## config.mk

```make
export PLATFORM = sky130hd
export DESIGN_NAME = mips_mem_arbiter
export DESIGN_NICKNAME = d
export VERILOG_FILES = /design/src/rtl/mips_mem_arbiter.sv
export SDC_FILE = /design/constraint.sdc
export NUM_CORES = 1
export LEC_CHECK = 0
export CORE_ASPECT_RATIO = 1.75
export CORE_MARGIN = 1.5
export CORE_UTILIZATION = 36
export CTS_BUF_LIST = sky130_fd_sc_hd__clkbuf_8
export CTS_CLUSTER_SIZE = 16
export DETAILED_ROUTE_END_ITERATION = 10
export PLACE_DENSITY = 0.83
export SLEW_MARGIN = 20
export SYNTH_ARGS = -nofsm -noshare
export SYNTH_HDL_FRONTEND = slang
export SYNTH_SLANG_ARGS = --single-unit
```

## constraint.sdc

```tcl
create_clock -name clk -period 1.81 [get_ports clk]
set_input_delay 0.362 -clock clk [delete_from_list [all_inputs] [get_ports clk]]
set_output_delay 0.362 -clock clk [all_outputs]
set_load 0.005 [all_outputs]
```

## src/rtl/mips_mem_arbiter.sv

```systemverilog
// +--------------------------------------------------------------------------+
// | mips_mem_arbiter                                                         |
// | Shares one single-port memory between the CPU fetch and load/store      |
// | ports; data has priority, a streak limit guarantees fetch progress.      |
// | Revision: 1.0                                                            |
// +--------------------------------------------------------------------------+
`default_nettype none

module mips_mem_arbiter #(
  parameter int ADDR_W     = 32,
  parameter int DATA_W     = 32,
  parameter int RD_LAT     = 1,
  parameter int MAX_STREAK = 4
) (
  input  logic              clk,
  input  logic              rst,

  input  logic              if_req_i,
  input  logic [ADDR_W-1:0] if_addr_i,
  output logic              if_ready_o,
  output logic              if_rvalid_o,
  output logic [DATA_W-1:0] if_rdata_o,

  input  logic              dm_req_i,
  input  logic              dm_we_i,
  input  logic [ADDR_W-1:0] dm_addr_i,
  input  logic [DATA_W-1:0] dm_wdata_i,
  output logic              dm_ready_o,
  output logic              dm_rvalid_o,
  output logic [DATA_W-1:0] dm_rdata_o,

  output logic              mem_en_o,
  output logic              mem_we_o,
  output logic [ADDR_W-1:0] mem_addr_o,
  output logic [DATA_W-1:0] mem_wdata_o,
  input  logic [DATA_W-1:0] mem_rdata_i,

  output logic              busy_o
);

  localparam int c_LAT_W = $clog2(RD_LAT + 1);
  localparam int c_STK_W = $clog2(MAX_STREAK + 1);

  localparam logic [c_LAT_W-1:0] c_LAT_MAX = c_LAT_W'(RD_LAT);
  localparam logic [c_LAT_W-1:0] c_LAT_ONE = c_LAT_W'(1);
  localparam logic [c_STK_W-1:0] c_STK_MAX = c_STK_W'(MAX_STREAK);
  localparam logic [c_STK_W-1:0] c_STK_ONE = c_STK_W'(1);

  localparam logic c_OWN_IF = 1'b0;
  localparam logic c_OWN_DM = 1'b1;

  typedef enum logic [1:0] {
    ST_IDLE = 2'd0,
    ST_WAIT = 2'd1,
    ST_RESP = 2'd2
  } state_t;

  state_t              r_state;
  state_t              w_state_nxt;
  logic [c_LAT_W-1:0]  r_lat_cnt;
  logic [c_LAT_W-1:0]  w_lat_cnt_nxt;
  logic [c_STK_W-1:0]  r_streak;
  logic [c_STK_W-1:0]  w_streak_nxt;
  logic                r_owner;
  logic                w_owner_nxt;
  logic [DATA_W-1:0]   r_if_rdata;
  logic [DATA_W-1:0]   r_dm_rdata;

  logic                w_arb_en;
  logic                w_grant_if;
  logic                w_grant_dm;
  logic                w_grant_rd;
  logic                w_capture;

  // Reset masks the grant so nothing is accepted while rst is high.
  always_comb begin
    w_arb_en   = !rst && (r_state != ST_WAIT);
    w_grant_dm = w_arb_en && dm_req_i && (!if_req_i || (r_streak != c_STK_MAX));
    w_grant_if = w_arb_en && if_req_i && !w_grant_dm;
    w_grant_rd = w_grant_if || (w_grant_dm && !dm_we_i);
  end

  always_comb begin
    w_state_nxt   = r_state;
    w_lat_cnt_nxt = r_lat_cnt;
    w_streak_nxt  = r_streak;
    w_owner_nxt   = r_owner;
    w_capture     = 1'b0;

    case (r_state)
      ST_WAIT: begin
        if (r_lat_cnt == c_LAT_MAX) begin
          w_capture     = 1'b1;
          w_state_nxt   = ST_RESP;
          w_lat_cnt_nxt = '0;
        end else begin
          w_lat_cnt_nxt = r_lat_cnt + c_LAT_ONE;
        end
      end
      default: begin
        // RESP arbitrates exactly like IDLE, enabling back-to-back reads.
        w_state_nxt = ST_IDLE;
        if (w_grant_rd) begin
          w_state_nxt   = ST_WAIT;
          w_lat_cnt_nxt = c_LAT_ONE;
        end
      end
    endcase

    if (w_grant_if) begin
      w_owner_nxt = c_OWN_IF;
    end else if (w_grant_dm) begin
      w_owner_nxt = c_OWN_DM;
    end

    if (w_grant_if) begin
      w_streak_nxt = '0;
    end else if (w_grant_dm && if_req_i) begin
      if (r_streak != c_STK_MAX) begin
        w_streak_nxt = r_streak + c_STK_ONE;
      end
    end else if ((r_state == ST_IDLE) && !if_req_i) begin
      w_streak_nxt = '0;
    end
  end

  always_ff @(posedge clk) begin
    if (rst) begin
      r_state    <= ST_IDLE;
      r_lat_cnt  <= '0;
      r_streak   <= '0;
      r_owner    <= c_OWN_IF;
      r_if_rdata <= '0;
      r_dm_rdata <= '0;
    end else begin
      r_state   <= w_state_nxt;
      r_lat_cnt <= w_lat_cnt_nxt;
      r_streak  <= w_streak_nxt;
      r_owner   <= w_owner_nxt;
      if (w_capture && (r_owner == c_OWN_IF)) begin
        r_if_rdata <= mem_rdata_i;
      end
      if (w_capture && (r_owner == c_OWN_DM)) begin
        r_dm_rdata <= mem_rdata_i;
      end
    end
  end

  always_comb begin
    if_ready_o  = w_grant_if;
    dm_ready_o  = w_grant_dm;
    mem_en_o    = w_grant_if || w_grant_dm;
    mem_we_o    = w_grant_dm && dm_we_i;
    mem_addr_o  = '0;
    mem_wdata_o = '0;
    if (w_grant_dm) begin
      mem_addr_o  = dm_addr_i;
      mem_wdata_o = dm_wdata_i;
    end else if (w_grant_if) begin
      mem_addr_o  = if_addr_i;
    end
    if_rvalid_o = !rst && (r_state == ST_RESP) && (r_owner == c_OWN_IF);
    dm_rvalid_o = !rst && (r_state == ST_RESP) && (r_owner == c_OWN_DM);
    if_rdata_o  = r_if_rdata;
    dm_rdata_o  = r_dm_rdata;
    busy_o      = (r_state != ST_IDLE);
  end

endmodule

`default_nettype wire
```

==> impl_results.md <==
- Synth warnings: 0
- Dpl hpwl: 11600 um
- PortBufs: 267
- CP cell instances: inv_2, ha_4, nand3_4, buf_12, buf_12, buf_6, nand3_2, a21oi_2, buf_2
- CTS max path bufs: 2
- Final setup viols: 67
- Ys flop type: dfxtp_1
- Cell row count: 49
- Drt first pass iters: 4
- Crit-path most repeated cell: buf_12
- Mux cell area share after synthesis: 0%
- PD cells: 535 nW/um2
- Commonest cells after routing, fill and taps aside: 193 x clkdlybuf4s50_1, 129 x nand2_1, 92 x a21oi_2
- Drt drc: 0
- Initial antenna violation count: 0
- CORE AREA: 10200 um2
- Most common cell after layout, fill and taps aside: clkdlybuf4s50_1
- Outcome: finished with violations
- Sequential Area: 1430 um2
- Routed wire length per instance: 20.3 um
- Syn Nets: 618
- CTS Root Cell: clkbuf_8
- Number of global-route vias before repair: 5186
- Largest net degree at the start of global routing: 67
- Max frequency: 0.460 GHz
- Share of the synthesized area in the top cell type: 37.6%
- RePlAce Congestion: 0.823
- Endpoint class of the critical path: output pin
- Min Hold Slack: 0.466 ns
- Worst EP arrival: 1.81 ns
- Fin crit share: 120%
- Die footprint: 11200 um2
- Number of fill cells: 654
- Max-Slew Margin vs Limit: 29.8%
- First-pass GRT wire length: 26600 um
- Failing checks: setup timing
- Worst-margin pin slew: 1.05 ns
- CTS sink cnt: 71
- Hold Crit Class: register to register
- I/O Pins: 268
- Layout Cells excl Fill: 932
- Top post-synthesis cells by area: dfxtp_1 38%, a21oi_2 14%, nand2_1 13%, nand3_1 8.6%, and2_1 5.5%
- Nets: 934
- CP Max Fanout: 6
- Main combinational cell family by area after synthesis: simple AND/OR/NAND/NOR gates
- Simple-gate share of the synthesized area: 31.1%
- Setup TNS: -17.87 ns
- Via count: 5075
- Flops & latches, synth: 71
- Slew Viols, Final: 0
- Post-synthesis cell area: 3780 um2
- Worst-Skew Late Latency: 0.36 ns
- Worst setup SP type: register
- CTS buffer count: 9
- Routed Antenna Nets: 0
- Final Hold Viols: 0
- Initial core utilization: 37.0%
- Compound-Gate Fraction of Synth Area: 21.5%
- Sequential fraction of the synthesis area: 37.6%
- Synthesized area per cell: 7.84 um2
- Multi-input gate area: 2620 um2
- Area leader, netlist: dfxtp_1
- RSZ-0062 raised after global routing: yes
- Grt ovf: 0
- Clk_skew: 0.00990 ns
- Setup CP Type: register to output pin
- Drt total wl: 18900 um
- Max cap viols: 0
- Tmin final: 2.17 ns
- CTS tree: done
- Leakage power figure: 2.97 nW
- Number of synthesized flops with an enable pin: 0
- CP required: 1.45 ns
- Register clock-pin slew on the reported worst setup and hold paths: 0.08 ns
- Synth Area in Adders: 0.661%
- Synth-to-Final Area Change: 106%
- DR iter-0 viols: 193
- Synth Area in XOR/XNOR: 0%
- Post-Synthesis Cells: 483
- Share of cells above drive strength 1: 44.2%
- Routed vias/inst: 5.45
- Post-synth cell types: 38
- H-tree depth: 3
- Global router's overall resource usage: 31.0%
- Placed Cells: 865
- Die Ht: 139 um
- Ys async rst share: 0%
- Critical path's largest stage delay: 0.35 ns
- Worst setup margin: -0.362 ns
- Slowest cell on the critical path: dfxtp_2
- Die X: 80.5 um
- Max IR drop VDD: 862 uV
==> cells by family (layout without fill, tap and decap cells) <==
group / count (synthesis) / count (layout)
adders and majority gates: 2 / 2
buffers and inverters: 53 / 367
and+or+nand+nor: 248 / 255
AOI/OAI and AO/OA: 109 / 109
other: 0 / 1
DFF: 71 / 71
==> flip-flops by register name, indices dropped and copies added (netlist names) <==
register	cells
r_owner	1
r_lat_cnt	1
if_rdata_o	32
r_streak	3
dm_rdata_o	32
r_state	2
==> layout make-up <==
type	instances	share of cell area, %
Antenna cell	1	0.0321
Clock buffer	10	1.77
Clock inverter	6	0.771
Inverter	6	0.289
Multi-Input combinational cell	366	33.7
Sequential cell	71	18.3
Tap cell	127	2.04
Timing Repair Buffer	345	43.1
==> what timing repair did <==
| item | in CTS | in global routing |
|---|---|---|
| pin swaps | 70 | 14 |
| setup buffers | 33 | 9 |
| cloned | 9 | 2 |
| gates resized for setup | 407 | 76 |
| endpoints found under the setup margin | 71 | 69 |
| hold buffers | 0 | 0 |
| hold endpoints to repair | 0 | 0 |
==> where the power goes <==
group / switching [mW] / internal [mW] / leakage (nW)
clock: 0.610 / 0.666 / 0.0981
sequential: 0.0360 / 1.61 / 0.576
combinational: 0.540 / 0.702 / 2.29
==> metrics by stage <==
step	cell area (um2)	utilization (%)	total power [mW]	setup WS, ns
after floorplan	3780	-	2.03	0.0726
after global placement	6620	64.6	2.63	-0.612
after detailed placement	6620	64.6	2.66	-0.685
after CTS	7400	72.3	4.04	-0.319
after global routing	7780	76.0	4.31	-0.405
final	7790	76.0	4.16	-0.362
==> cell usage after synthesis, types with 2 or more instances <==
cell type and instances:
and3_1 2, clkbuf_1 13, and2_1 33, a211oi_1 2
nand2_2 2, buf_1 3, buf_12 3, buf_2 16
nor2_1 4, nand3_1 65, a21oi_2 60, dfxtp_1 71
a221oi_1 2, nand4bb_1 2, buf_6 9, inv_1 5
buf_4 3, nand2_1 130, a21oi_1 38, ha_1 2
==> critical path, delay by kind of cell, from the launching register on <==
family | cells | cell delay, ns
AO/OA/AOI/OAI | 1 | 0.16
AND/OR/NAND/NOR | 2 | 0.19
flip-flops | 1 | 0.35
adder cells (fa/ha/maj) | 1 | 0.17
buffers and inverters | 5 | 0.58
==> final timing paths <==
path | to | startpoint | cells past startpoint | slack (ns)
min | if_rdata_o[0]$_SDFFE_PP0P_ | if_rdata_o[0]$_SDFFE_PP0P_ | 2 | 0.47
min reg2reg | if_rdata_o[0]$_SDFFE_PP0P_ | if_rdata_o[0]$_SDFFE_PP0P_ | 2 | 0.47
max | mem_addr_o[18] | r_streak[1]$_SDFFE_PP0P_ | 9 | -0.36
max reg2reg | r_streak[1]$_SDFFE_PP0P_ | r_streak[1]$_SDFFE_PP0P_ | 9 | 0.11
==> per-layer routing <==
| layer | track usage, % | part of all wire, % |
|---|---|---|
| met1 | 31.2 | 33 |
| met2 | 56.1 | 54 |
| met3 | 6.38 | 6.6 |
| met4 | 19.0 | 6.2 |
| met5 | 0 | 0 |
(Power assumes the default switching activity.)
